==> config.mk <==
export PLATFORM = sky130hd
export DESIGN_NAME = word_tx_arb_flat
export DESIGN_NICKNAME = d
export VERILOG_FILES = /design/src/rtl/word_tx_arb_if.sv /design/src/rtl/word_tx_arb.sv /design/src/flat_wrapper.sv
export SDC_FILE = /design/constraint.sdc
export NUM_CORES = 1
export LEC_CHECK = 0
export BUFFER_PORTS_ARGS = -buffer_cell sky130_fd_sc_hd__buf_4
export CAP_MARGIN = 20
export CORE_ASPECT_RATIO = 0.5
export CORE_MARGIN = 4
export CORE_UTILIZATION = 40
export DETAILED_ROUTE_END_ITERATION = 8
export GPL_ROUTABILITY_DRIVEN = 1
export HOLD_SLACK_MARGIN = 0.08
export PLACE_DENSITY = 0.64
export SLEW_MARGIN = 5
export SYNTH_ARGS = -nofsm -noshare
export SYNTH_HDL_FRONTEND = slang
export SYNTH_SLANG_ARGS = --single-unit
export TNS_END_PERCENT = 1
==> constraint.sdc <==
create_clock -name clk -period 2 [get_ports clk]
set_input_delay 0.2 -clock clk [delete_from_list [all_inputs] [get_ports clk]]
set_output_delay 0.2 -clock clk [all_outputs]
set_load 0.005 [all_outputs]
==> src/rtl/word_tx_arb_if.sv <==
// Requester and UART-side signals of word_tx_arb; slave = arbiter, master = environment.
interface word_tx_arb_if;
  logic        req0;
  logic        req1;
  logic [31:0] din0;
  logic [31:0] din1;
  logic        gnt0;
  logic        gnt1;
  logic        transmit;
  logic [7:0]  tx_byte;
  logic        is_transmitting;
  logic        busy;
  logic        done;
  logic        owner;

  modport slave (
    input  req0, req1, din0, din1, is_transmitting,
    output gnt0, gnt1, transmit, tx_byte, busy, done, owner
  );

  modport master (
    output req0, req1, din0, din1, is_transmitting,
    input  gnt0, gnt1, transmit, tx_byte, busy, done, owner
  );
endinterface

==> src/rtl/word_tx_arb.sv <==
// Round-robin arbiter feeding 32-bit words byte-wise (LSB first) to a UART, idle gap between words.
// Define WORD_TX_ARB_HDR_EN to prefix each word with header byte 8'hA0 | owner.
module word_tx_arb #(
  parameter int IDLE_GAP = 16
) (
  input  logic             clk,
  input  logic             rst,
  word_tx_arb_if.slave     bus
);

  localparam int GW = (IDLE_GAP < 1) ? 1 : $clog2(IDLE_GAP + 1);
  localparam logic [GW-1:0] GAP_LOAD = GW'(IDLE_GAP);

  typedef enum logic [2:0] {
    IDLE,
    START,
    WAIT_BUSY,
    WAIT_DONE,
    GAP
  } state_t;

  state_t        r_state;
  logic [31:0]   r_word;
  logic [1:0]    r_byte_cnt;
  logic [GW-1:0] r_gap;
  logic          r_last;
  logic          r_gnt0;
  logic          r_gnt1;
  logic          r_transmit;
  logic [7:0]    r_tx_byte;
  logic          r_busy;
  logic          r_done;
  logic          r_owner;

  logic          w_win;
  logic [31:0]   w_din;
  logic [1:0]    w_next_cnt;
  logic [7:0]    w_next_byte;
  logic [7:0]    w_first_byte;
  logic          w_hdr;

  // r_last starts at 1 so requester 0 wins the first contested grant.
  assign w_win       = (bus.req0 && bus.req1) ? ~r_last : bus.req1;
  assign w_din       = w_win ? bus.din1 : bus.din0;
  assign w_next_cnt  = r_byte_cnt + 2'd1;
  assign w_next_byte = r_word[{w_next_cnt, 3'b000} +: 8];

`ifdef WORD_TX_ARB_HDR_EN
  logic r_hdr;
  assign w_hdr        = r_hdr;
  assign w_first_byte = 8'hA0 | {7'b0, w_win};
`else
  assign w_hdr        = 1'b0;
  assign w_first_byte = w_din[7:0];
`endif

  always_ff @(posedge clk) begin
    if (!rst) begin
      r_state    <= IDLE;
      r_word     <= '0;
      r_byte_cnt <= '0;
      r_gap      <= '0;
      r_last     <= 1'b1;
      r_gnt0     <= 1'b0;
      r_gnt1     <= 1'b0;
      r_transmit <= 1'b0;
      r_tx_byte  <= 8'h00;
      r_busy     <= 1'b0;
      r_done     <= 1'b0;
      r_owner    <= 1'b0;
`ifdef WORD_TX_ARB_HDR_EN
      r_hdr      <= 1'b0;
`endif
    end else begin
      r_gnt0     <= 1'b0;
      r_gnt1     <= 1'b0;
      r_transmit <= 1'b0;
      r_done     <= 1'b0;
      case (r_state)
        IDLE: begin
          if (bus.req0 || bus.req1) begin
            r_word     <= w_din;
            r_gnt0     <= ~w_win;
            r_gnt1     <= w_win;
            r_owner    <= w_win;
            r_last     <= w_win;
            r_busy     <= 1'b1;
            r_byte_cnt <= 2'd0;
            r_tx_byte  <= w_first_byte;
`ifdef WORD_TX_ARB_HDR_EN
            r_hdr      <= 1'b1;
`endif
            r_state    <= START;
          end
        end
        START: begin
          if (!bus.is_transmitting) begin
            r_transmit <= 1'b1;
            r_state    <= WAIT_BUSY;
          end
        end
        WAIT_BUSY: begin
          if (bus.is_transmitting) begin
            r_state <= WAIT_DONE;
          end
        end
        WAIT_DONE: begin
          if (!bus.is_transmitting) begin
            if (w_hdr) begin
`ifdef WORD_TX_ARB_HDR_EN
              r_hdr     <= 1'b0;
`endif
              r_tx_byte <= r_word[7:0];
              r_state   <= START;
            end else if (r_byte_cnt != 2'd3) begin
              r_byte_cnt <= w_next_cnt;
              r_tx_byte  <= w_next_byte;
              r_state    <= START;
            end else begin
              r_done  <= 1'b1;
              r_busy  <= 1'b0;
              r_gap   <= GAP_LOAD;
              r_state <= GAP;
            end
          end
        end
        GAP: begin
          if (r_gap == '0) begin
            r_state <= IDLE;
          end else begin
            r_gap <= r_gap - 1'b1;
          end
        end
        default: r_state <= IDLE;
      endcase
    end
  end

  assign bus.gnt0     = r_gnt0;
  assign bus.gnt1     = r_gnt1;
  assign bus.transmit = r_transmit;
  assign bus.tx_byte  = r_tx_byte;
  assign bus.busy     = r_busy;
  assign bus.done     = r_done;
  assign bus.owner    = r_owner;

endmodule

==> src/flat_wrapper.sv <==
// flat-port wrapper written by rule: the top's interface ports become plain ports
module word_tx_arb_flat 
#(
  parameter int IDLE_GAP = 16
)
  (clk, rst, bus_req0, bus_req1, bus_din0, bus_din1, bus_is_transmitting, bus_gnt0, bus_gnt1, bus_transmit, bus_tx_byte, bus_busy, bus_done, bus_owner);
  word_tx_arb_if bus_i ();
  input  logic clk;
  input  logic rst;
  input wire logic [$bits(bus_i.req0)-1:0] bus_req0;
  input wire logic [$bits(bus_i.req1)-1:0] bus_req1;
  input wire logic [$bits(bus_i.din0)-1:0] bus_din0;
  input wire logic [$bits(bus_i.din1)-1:0] bus_din1;
  input wire logic [$bits(bus_i.is_transmitting)-1:0] bus_is_transmitting;
  output wire logic [$bits(bus_i.gnt0)-1:0] bus_gnt0;
  output wire logic [$bits(bus_i.gnt1)-1:0] bus_gnt1;
  output wire logic [$bits(bus_i.transmit)-1:0] bus_transmit;
  output wire logic [$bits(bus_i.tx_byte)-1:0] bus_tx_byte;
  output wire logic [$bits(bus_i.busy)-1:0] bus_busy;
  output wire logic [$bits(bus_i.done)-1:0] bus_done;
  output wire logic [$bits(bus_i.owner)-1:0] bus_owner;
  assign bus_i.req0 = bus_req0;
  assign bus_i.req1 = bus_req1;
  assign bus_i.din0 = bus_din0;
  assign bus_i.din1 = bus_din1;
  assign bus_i.is_transmitting = bus_is_transmitting;
  assign bus_gnt0 = bus_i.gnt0;
  assign bus_gnt1 = bus_i.gnt1;
  assign bus_transmit = bus_i.transmit;
  assign bus_tx_byte = bus_i.tx_byte;
  assign bus_busy = bus_i.busy;
  assign bus_done = bus_i.done;
  assign bus_owner = bus_i.owner;
  word_tx_arb #(.IDLE_GAP(IDLE_GAP)) u_core (.clk(clk), .rst(rst), .bus(bus_i));
endmodule
### Yosys cells after proc, flatten, opt, wreduce, memory -nomap -nowiden

Index checks and enable logic that the tools add are counted.

| cells by class | value |
|---|---|
| shift-type cells | 1 |
| reductions and logical operators | 14 |
| equal/unequal tests | 13 |
| add/subtract/negate cells | 2 |
| bitwise logic cells | 4 |
| multiplexer cells | 27 |

Operators by type and width:

| operator | number |
|---|---|
| 32-bit 2-to-1 mux | 1 |
| 32-bit by 6-bit variable part select with 8-bit output | 1 |
| 8-bit 2-to-1 mux | 3 |
| 3-bit 2-to-1 mux | 6 |
| 8-bit one-hot mux with 2 select lines | 1 |
| 5-bit 2-to-1 mux | 3 |
| 3-bit one-hot mux with 5 select lines | 1 |
| 2-bit inequality test (second input constant) | 6 |
| 4-bit AND reduction | 3 |
| 5-bit one-hot mux with 2 select lines | 1 |
| 3-bit by 2-bit == test with 1-bit output (second input constant) | 2 |
| 1-bit 2-to-1 mux | 6 |
| 2-bit 2-to-1 mux | 3 |
| 2-bit by 1-bit inequality test with 1-bit output (second input constant) | 3 |
| 5-bit zero test | 1 |
| 5-bit AND reduction | 1 |
| 5-bit by 1-bit subtractor with 5-bit output (second input constant) | 1 |
| 1-bit NOT | 4 |
| 2-bit one-hot mux with 2 select lines | 1 |
| 2-bit AND reduction | 2 |
| 2-bit nonzero test | 2 |
| 3-bit by 1-bit == test with 1-bit output (second input constant) | 1 |
| 3-bit == test (second input constant) | 1 |
| 3-bit zero test | 1 |
| 6 further kinds | 6 |

| storage, ports and cells | value |
|---|---|
| output and inout bits | 14 |
| register bits after elaboration | 57 |
| input bits | 69 |

### Longest topological paths before layout

Gate-level depths: netlist (run 1).

| logic depth | value |
|---|---|
| depth after elaboration | 5 |
| gate-level depth with buffers | 7 |
| gate-level depth less buffers | 6 |

### Worst setup path before layout (run 1)

Ideal clock, no wire load.

| path | value |
|---|---|
| kind | register -> register |
| start point | register u_core.r_byte_cnt[0] |
| end point | register u_core.r_tx_byte[7], in the netlist u_core.bus.tx_byte[7] |
| arrival time | 1.473 ns |
| data required time | 1.880 ns |
| stages on the path, launching flop included | 7 |
| slack | 0.407 ns |
| setup time | 0.120 ns |
| cells stage by stage | dfxtp_1 > ha_1 > buf_2 > mux4_2 > nand2_1 > o21a_1 > a21oi_1 |

| between the ends | value |
|---|---|
| longest elaborated chain between the ends | 5 |

RTL lines:

| element | RTL line | source |
|---|---|---|
| from (decl) | word_tx_arb.sv:24 | `logic [1:0] r_byte_cnt;` |
| from (signal assigned) | word_tx_arb.sv:116 | `r_byte_cnt <= w_next_cnt;` |
| 2-bit by 1-bit adder with 2-bit output | word_tx_arb.sv:45 | `assign w_next_cnt = r_byte_cnt + 2'd1;` |
| 32-bit by 6-bit variable part select with 8-bit output | word_tx_arb.sv:46 | `assign w_next_byte = r_word[{w_next_cnt, 3'b000} +: 8];` |
| 8-bit 2-to-1 mux | word_tx_arb.sv:115 | `end else if (r_byte_cnt != 2'd3) begin` |
| 8-bit 2-to-1 mux | word_tx_arb.sv:108 | `if (!bus.is_transmitting) begin` |
| 8-bit one-hot mux with 2 select lines | word_tx_arb.sv:79 | `case (r_state)` |
| to (signal assigned) | word_tx_arb.sv:89 | `r_tx_byte <= w_first_byte;` |
| to (signal assigned) | word_tx_arb.sv:113 | `r_tx_byte <= r_word[7:0];` |
| to (signal assigned) | word_tx_arb.sv:117 | `r_tx_byte <= w_next_byte;` |
| to (decl) | word_tx_arb.sv:30 | `logic [7:0] r_tx_byte;` |

Parallel ways exist; a longest one is shown, timed or not. The select of a mux whose other input is x is not followed.
A chain may end at the register's enable or synchronous reset.

### Worst setup path after layout (run 1)

| path | value |
|---|---|
| start point | register u_core.r_byte_cnt[0] |
| end point | register u_core.r_tx_byte[5], in the netlist u_core.bus.tx_byte[5] |

The elaborated chain is that of the path after synthesis.

==> flow_metrics.env, run 1 <==
export IMPL_ys_ff_latch=57
export IMPL_final_cell_mix="87 x buf_4, 57 x dfxtp_1, 51 x nand2_1"
export IMPL_synth_area_mm2=0.00290
export IMPL_cts_sinks=57
export IMPL_crit_required_ns=2.21
export IMPL_setup_viol=0
export IMPL_top_layer="met4"
export IMPL_die_w_um=128
export IMPL_area_growth_pct=32.4
export IMPL_drt_iter0_markers=148
export IMPL_tritoncts="built"
export IMPL_ant_nets=0
export IMPL_design_area_mm2=0.00383
export IMPL_drc=0
export IMPL_synthArstFlopShare_pct=0
export IMPL_vias_per_cell=5.14
export IMPL_min_period_over_period_pct=88.4
export IMPL_synth_edf_count=0
export IMPL_finalWirelength_um=6640
export IMPL_crit_path_end_kind="flip-flop"
export IMPL_core_area_mm2=0.00686
export IMPL_slew_headroom_pct=64.1
export IMPL_wl_met3_um=369
export IMPL_hold_viol=0
export IMPL_placed_area_mm2=0.00356
export IMPL_worstSetupStartpointType="flip-flop"
export IMPL_total_power_uw=3480
export IMPL_power_share_switching_pct=25.5
export IMPL_die_area_mm2=0.00875
export IMPL_hpwlAfterDp_um=4820
export IMPL_cts_buffer_depth=2
export IMPL_crit_chain="ha_1, mux4_2, nand2_1, o21a_1, a21oi_1"
export IMPL_cts_resized=0
export IMPL_met1Wirelength_um=3070
export IMPL_avgSynthCellArea_um2=10.0
export IMPL_r2r_setup_slack_ns=0.23
export IMPL_layout_min_cycle_time_ns=1.77
export IMPL_critical_path_class="reg -> reg"
export IMPL_tightest_slew_ns=0.538
export IMPL_slew_violations=0
export IMPL_critPathBufInv=0
export IMPL_synth_top_flop_cell="dfxtp_1"
export IMPL_syn_inst=289
export IMPL_cts_buffers=9
export IMPL_port_buffers=82
export IMPL_gr_total_overflow=0
export IMPL_path_max_fanout=9
export IMPL_final_util_pct=55.9
export IMPL_setup_tns_ns=0
export IMPL_crit_slowest_cell="mux4_2"
export IMPL_wl_met2_um=3120
export IMPL_final_nets=436
export IMPL_hp_class="in -> reg"
export IMPL_clock_latency_ns=0.33
export IMPL_antenna_found_initial=0
export IMPL_critPathTopFamily="multiplexers"
export IMPL_track_usage_pct=16.1
export IMPL_pwr_share_clk_pct=41.4
export IMPL_clockRootBuffer="clkbuf_16"
export IMPL_p_leak_uw=0.00189
export IMPL_diodes=0
export IMPL_drv_cap=0
export IMPL_synth_cell_types=38
export IMPL_net_switching_power_uw=889
export IMPL_grt_pass1_wl_um=10800
export IMPL_worstPathArrival_ns=1.98
export IMPL_avgRoutedWirePerCell_um=14.4
export IMPL_h_tree_depth=3
export IMPL_synth_area_leader_cell="dfxtp_1"
export IMPL_power_internal_uw=2600
export IMPL_holdWs_ns=0.182
export IMPL_synth_area_top_cells="dfxtp_1 39%, mux2i_1 11%, o211a_1 11%"
export IMPL_grt_start_max_net_pins=67
export IMPL_synth_top_area_share_pct=39.4
export IMPL_rsz0062_at_grt="no"
export IMPL_power_density_mw_per_mm2=909
export IMPL_peakVddDrop_mv=0.446
export IMPL_postCtsSetupRepairBufs=0
export IMPL_yosysSeqAreaShare_pct=39.4
export IMPL_start_util_pct=42.2
export IMPL_power_frac_seq_pct=39.5
export IMPL_via_count=2370
export IMPL_p_comb_share_pct=19.1
export IMPL_dr_pass1_iters=4
export IMPL_rows=21
export IMPL_synth_nets=360
export IMPL_outcome="finished clean"
export IMPL_gp_congestion=0.756
export IMPL_drive_gt1_share_pct=32.2
export IMPL_final_common_cell="buf_4"
export IMPL_die_y_um=68.2
export IMPL_ios=83
export IMPL_yosysWarnings=0
export IMPL_timing_fmax_mhz=565
export IMPL_hold_buffers=0
export IMPL_skew_ns=0.00482
export IMPL_max_stage_delay_ns=0.56
export IMPL_grt_pass1_vias=2251
export IMPL_clk_pin_slew_ns=0.05
[power by group through the flow]
| stage | clock network, uW | logic, uW | registers (uW) |
|---|---|---|---|
| after global routing | 1530 | 739 | 1390 |
| after CTS | 1480 | 674 | 1380 |
| after floorplan | 0 | 471 | 1360 |
| after detailed placement | 0 | 671 | 1400 |
| after global placement | 0 | 655 | 1390 |
| final | 1440 | 665 | 1380 |
[synth_stat cells (all sizes together) (2+ instances only)]
library cell  count
dfxtp            57
nand3             2
or3               3
clkbuf            5
a21boi            5
buf              19
nand2            51
mux2i            33
inv               3
o21ai            15
nor2b             2
nor3b             2
ha                2
nor2              8
o211a            33
nand2b            2
o21a             11
and3              5
nor3              3
a21oi            10
mux4              8
[registers in the layout, summed over array words and instances (netlist names)]
name,flops
u_core.bus.owner,1
u_core.bus.busy,1
u_core.r_byte_cnt,2
u_core.bus.transmit,1
u_core.bus.tx_byte,8
u_core.r_last,1
u_core.bus.gnt1,1
u_core.r_word,32
u_core.bus.done,1
u_core.r_gap,5
u_core.r_state,3
u_core.bus.gnt0,1
[final timing paths]
check / startpoint / end / depth (start not counted)
worst min-delay path: bus_req1 / u_core.r_last / 3
worst max-delay path: u_core.r_byte_cnt[0] / u_core.bus.tx_byte[5] / 5
worst min register to register: u_core.r_gap[1] / u_core.r_gap[1] / 2
worst max register to register: u_core.r_byte_cnt[0] / u_core.bus.tx_byte[5] / 5
[worst min-delay path, cell delays in order]
cell	delay (ns)
buf_4	0.09
a21oi_1	0.05
o21ai_0	0.12
[layout make-up]
class                   count  area [um^2]
repair buffers             89          693
clock inverters             4         45.0
flip-flops and latches     57         1140
fillers                   597         3020
multi-input cells         205         1600
well taps                  92          115
inverters                   3         11.3
clock buffers              11          233
[cells by family after synthesis]
group / Yosys count / share of synthesized area [%]
fa+ha+maj: 2 / 0.864
xor+xnor: 1 / 0.302
buf+inv: 27 / 5.92
mux: 41 / 17.6
simple gates: 84 / 14.4
flops: 57 / 39.4
compound gates: 77 / 21.5
[per-stage QoR]
step                std cells  setup WS [ns]
CTS                       461          0.213
global placement          446          0.240
finish                    461          0.231
detailed placement        446          0.229
floorplan                 289          0.407
global route              461         0.0959
[layer usage]
metal / global-route usage [%] / up-vias
li1: - / 1213
met1: 20.3 / 1107
met4: 5.69 / 0
met2: 24.9 / 40
met3: 6.78 / 10
met5: 0 / -
No activity file was read; power rests on OpenSTA's default activity.
==> run 2, diff against run 1 <==
--- a/config.mk
+++ b/config.mk
@@ -8,13 +8,12 @@
 export BUFFER_PORTS_ARGS = -buffer_cell sky130_fd_sc_hd__buf_4
 export CAP_MARGIN = 20
 export CORE_ASPECT_RATIO = 0.5
-export CORE_MARGIN = 4
 export CORE_UTILIZATION = 40
 export DETAILED_ROUTE_END_ITERATION = 8
 export GPL_ROUTABILITY_DRIVEN = 1
 export HOLD_SLACK_MARGIN = 0.08
 export PLACE_DENSITY = 0.64
-export SLEW_MARGIN = 5
+export SLEW_MARGIN = 15
 export SYNTH_ARGS = -nofsm -noshare
 export SYNTH_HDL_FRONTEND = slang
 export SYNTH_SLANG_ARGS = --single-unit
==> flow_metrics.env, run 2 (synthesis gave the netlist of run 1 again) <==
export IMPL_die_w_um=122
export IMPL_h_tree_depth=3
export IMPL_hold_buffers=0
export IMPL_drive_gt1_share_pct=33.2
export IMPL_p_leak_uw=0.00193
export IMPL_cts_resized=0
export IMPL_setup_viol=0
export IMPL_timing_fmax_mhz=578
export IMPL_crit_path_end_kind="flip-flop"
export IMPL_setup_tns_ns=0
export IMPL_tritoncts="built"
export IMPL_rows=21
export IMPL_p_comb_share_pct=18.3
export IMPL_power_internal_uw=2790
export IMPL_critical_path_class="reg -> reg"
export IMPL_postCtsSetupRepairBufs=0
export IMPL_die_area_mm2=0.00761
export IMPL_outcome="finished clean"
export IMPL_hp_class="in -> reg"
export IMPL_hpwlAfterDp_um=4580
export IMPL_path_max_fanout=7
export IMPL_grt_pass1_wl_um=11100
export IMPL_placed_area_mm2=0.00358
export IMPL_ios=83
export IMPL_gr_total_overflow=0
export IMPL_drc=0
export IMPL_regArea_mm2=0.00114
export IMPL_grt_pass1_vias=2354
export IMPL_grt_start_max_net_pins=57
export IMPL_core_area_mm2=0.00683
export IMPL_rsz0062_at_grt="no"
export IMPL_via_count=2418
export IMPL_largest_register="u_core.r_word"
export IMPL_min_period_over_period_pct=86.5
export IMPL_power_frac_seq_pct=37.4
export IMPL_cts_buffers=9
export IMPL_port_buffers=82
export IMPL_drv_cap=0
export IMPL_power_share_switching_pct=24.3
export IMPL_design_area_mm2=0.00391
export IMPL_tightest_slew_ns=0.540
export IMPL_largest_reg_flops=32
export IMPL_net_switching_power_uw=895
export IMPL_vias_per_cell=5.20
export IMPL_ant_nets=0
export IMPL_dr_pass1_iters=4
export IMPL_avgRoutedWirePerCell_um=13.8
export IMPL_final_cell_mix="90 x buf_4, 57 x dfxtp_1, 51 x nand2_1"
export IMPL_final_nets=439
export IMPL_pwr_share_clk_pct=44.3
export IMPL_start_util_pct=42.4
export IMPL_antenna_found_initial=0
export IMPL_fillers=634
export IMPL_diodes=0
export IMPL_crit_required_ns=2.22
export IMPL_hold_viol=0
export IMPL_drt_iter0_markers=167
export IMPL_peakVddDrop_mv=0.441
export IMPL_cts_buffer_depth=2
export IMPL_area_growth_pct=34.9
export IMPL_finalWirelength_um=6430
export IMPL_die_y_um=62.2
export IMPL_slew_headroom_pct=64.0
export IMPL_cts_sinks=57
export IMPL_clockRootBuffer="clkbuf_16"
export IMPL_gp_congestion=0.776
export IMPL_worstSetupStartpointType="flip-flop"
export IMPL_skew_ns=0.00371
export IMPL_clk_pin_slew_ns=0.05
export IMPL_slew_violations=0
export IMPL_final_util_pct=57.2
export IMPL_worstPathArrival_ns=1.95
export IMPL_power_density_mw_per_mm2=943
export IMPL_final_common_cell="buf_4"
export IMPL_layout_min_cycle_time_ns=1.73
export IMPL_multi_input_area_mm2=0.00160
export IMPL_track_usage_pct=18.8
export IMPL_clock_latency_ns=0.33
run 2: cell count changes in the layout (fill, tap and decap cells not counted), sizes merged:
cell    change
buf         +3
clkbuf      +4
clkinv      -3
run 2: power by group through the flow:
stage	Sequential [uW]	Combinational (uW)	Clock, uW
floorplan	1360	471	0
global placement	1390	660	0
detailed placement	1400	676	0
CTS	1380	680	1680
global route	1390	745	1730
finish	1380	673	1630
run 2: layer usage:
metal  global-route usage [%]  share of wire, %
met3                     6.89               5.4
met4                     6.40              0.95
met5                        0                 0
met1                     25.8                49
met2                     26.9                45
run 2: worst max-delay path: stages (launching register included):
cell	delay [ns]
dfxtp_1	0.31
ha_1	0.48
mux4_2	0.56
nand2_1	0.08
o21a_1	0.13
a21oi_1	0.06
run 2: cell type report:
type	count	share of cell area, %
Tap cell	92	2.95
Clock buffer	15	7.62
Inverter	3	0.288
Sequential cell	57	29.2
Timing Repair Buffer	92	18.3
Clock inverter	1	0.769
Multi-Input combinational cell	205	40.8
run 2: per-stage QoR:
stage	std cells	hold slack, ns	power, uW	setup WS (ns)
finish	465	0.174	3680	0.270
global route	465	0.195	3870	0.152
CTS	465	0.163	3730	0.281
detailed placement	449	0.475	2070	0.283
global placement	449	0.454	2050	0.325
floorplan	289	0.378	1830	0.407
run 2: worst paths after layout:
check | startpoint | to | slack, ns | cells after the start
worst max register to register | u_core.r_byte_cnt[1] | u_core.bus.tx_byte[7] | 0.27 | 5
worst min-delay path | bus_req1 | u_core.r_last | 0.17 | 3
worst min register to register | u_core.r_gap[1] | u_core.r_gap[1] | 0.47 | 2
worst max-delay path | u_core.r_byte_cnt[1] | u_core.bus.tx_byte[7] | 0.27 | 5
==> run 3, diff against run 2 <==
--- a/config.mk
+++ b/config.mk
@@ -8,6 +8,7 @@
 export BUFFER_PORTS_ARGS = -buffer_cell sky130_fd_sc_hd__buf_4
 export CAP_MARGIN = 20
 export CORE_ASPECT_RATIO = 0.5
+export CORE_MARGIN = 3
 export CORE_UTILIZATION = 40
 export DETAILED_ROUTE_END_ITERATION = 8
 export GPL_ROUTABILITY_DRIVEN = 1
==> flow_metrics.env, run 3 (synthesis gave the netlist of run 1 again) <==
export IMPL_cts_resized=0
export IMPL_tritoncts="built"
export IMPL_final_common_cell="buf_4"
export IMPL_fillers=596
export IMPL_timing_fmax_mhz=579
export IMPL_crit_chain="inv_1, ha_1, or4b_4, a22oi_2, o21ai_0, a21boi_1"
export IMPL_cts_buffers=9
export IMPL_total_power_uw=3630
export IMPL_peakVddDrop_mv=0.399
export IMPL_die_area_mm2=0.00836
export IMPL_dpl_worst_slack_ns=0.282
export IMPL_crit_slowest_cell="or4b_4"
export IMPL_hpwlAfterDp_um=4820
export IMPL_finalWirelength_um=6720
export IMPL_drc=0
export IMPL_largest_register="u_core.r_word"
export IMPL_grt_start_max_net_pins=57
export IMPL_worstPathArrival_ns=1.99
export IMPL_path_max_fanout=4
export IMPL_antenna_found_initial=0
export IMPL_rows=21
export IMPL_setup_tns_ns=0
export IMPL_via_count=2401
export IMPL_holdPathStages=3
export IMPL_worstSetupStartpointType="flip-flop"
export IMPL_power_density_mw_per_mm2=932
export IMPL_track_usage_pct=17.0
export IMPL_layout_min_cycle_time_ns=1.73
export IMPL_setup_viol=0
export IMPL_outcome="finished clean"
export IMPL_skew_ns=0.00598
export IMPL_p_leak_uw=0.00192
export IMPL_min_delay_start="bus_req1"
export IMPL_ant_nets=0
export IMPL_crit_path_end_kind="flip-flop"
export IMPL_hold_buffers=0
export IMPL_slew_headroom_pct=63.3
export IMPL_gr_total_overflow=0
export IMPL_cts_buffer_depth=2
export IMPL_clock_latency_ns=0.33
export IMPL_area_growth_pct=34.3
export IMPL_largest_reg_flops=32
export IMPL_final_cell_count_no_fill=466
export IMPL_grt_pass1_vias=2259
export IMPL_core_area_mm2=0.00686
export IMPL_clk_pin_slew_ns=0.05
export IMPL_crit_required_ns=2.26
export IMPL_vias_per_cell=5.15
export IMPL_hp_class="in -> reg"
export IMPL_hold_viol=0
export IMPL_final_nets=440
export IMPL_drv_cap=0
export IMPL_max_stage_delay_ns=0.50
export IMPL_ios=83
export IMPL_grt_pass1_wl_um=11200
export IMPL_rsz0062_at_grt="no"
export IMPL_post_place_cells=450
export IMPL_tightest_slew_ns=0.551
export IMPL_clockRootBuffer="clkbuf_16"
export IMPL_finalWorstSetupSlack_ns=0.273
export IMPL_worst_r2r_cell_count=6
export IMPL_postCtsSetupRepairBufs=0
export IMPL_drt_iter0_markers=121
export IMPL_diodes=0
export IMPL_h_tree_depth=3
export IMPL_crit_path_start="u_core.r_gap[0]"
export IMPL_slew_violations=0
export IMPL_die_y_um=66.2
export IMPL_final_cell_mix="92 x buf_4, 57 x dfxtp_1, 51 x nand2_1"
export IMPL_start_util_pct=42.2
export IMPL_port_buffers=82
export IMPL_rr_startpoint="u_core.r_gap[0]"
export IMPL_dr_pass1_iters=4
export IMPL_min_period_over_period_pct=86.4
export IMPL_drive_gt1_share_pct=33.7
export IMPL_gp_congestion=0.784
export IMPL_critical_path_class="reg -> reg"
export IMPL_cts_sinks=57
export IMPL_die_w_um=126
export IMPL_avgRoutedWirePerCell_um=14.4
==> run 3: layout make-up <==
cell class,instances,area [um^2],area share [%]
clock buffers,12,267,6.85
clock inverters,4,50.0,1.29
inverters,3,11.3,0.289
multi-input cells,205,1600,41.0
flip-flops and latches,57,1140,29.3
well taps,92,115,2.96
repair buffers,93,711,18.3
==> run 3: worst max-delay path: cells and delay by family (launching register included) <==
family,cells,cell delay (ns)
AO/OA/AOI/OAI,3,0.53
adder cells (fa/ha/maj),1,0.22
buffers and inverters,1,0.09
flip-flops,1,0.32
AND/OR/NAND/NOR,1,0.50
==> run 3: per-stage QoR <==
stage	hold WS (ns)	util [%]	area, um^2
2_1_floorplan	0.378	-	2900
3_3_place_gp	0.453	52.1	3570
3_5_place_dp	0.485	52.1	3570
4_1_cts	0.167	56.7	3890
5_1_grt	0.196	56.7	3890
6_report	0.179	56.7	3890
==> run 3: where the power goes <==
| part | leakage (uW) | switching (uW) | internal, uW | total [uW] |
|---|---|---|---|---|
| Combinational | 0.00130 | 299 | 371 | 669 |
| Sequential | 0.000471 | 99.5 | 1280 | 1380 |
| Clock | 0.000151 | 518 | 1060 | 1580 |
| Total | 0.00192 | 916 | 2710 | 3630 |
==> run 3: routing by layer <==
metal,vias up,GRT usage [%],wire (um)
met5,-,0,0
met4,0,6.02,40
met3,7,5.73,294
met2,48,26.1,3160
met1,1128,22.4,3220
li1,1218,-,-
==> run 3: worst paths after layout <==
kind | endpoint | slack (ns)
max | u_core.r_gap[2] | 0.27
max reg2reg | u_core.r_gap[2] | 0.27
min | u_core.r_last | 0.18
min reg2reg | u_core.r_gap[4] | 0.49
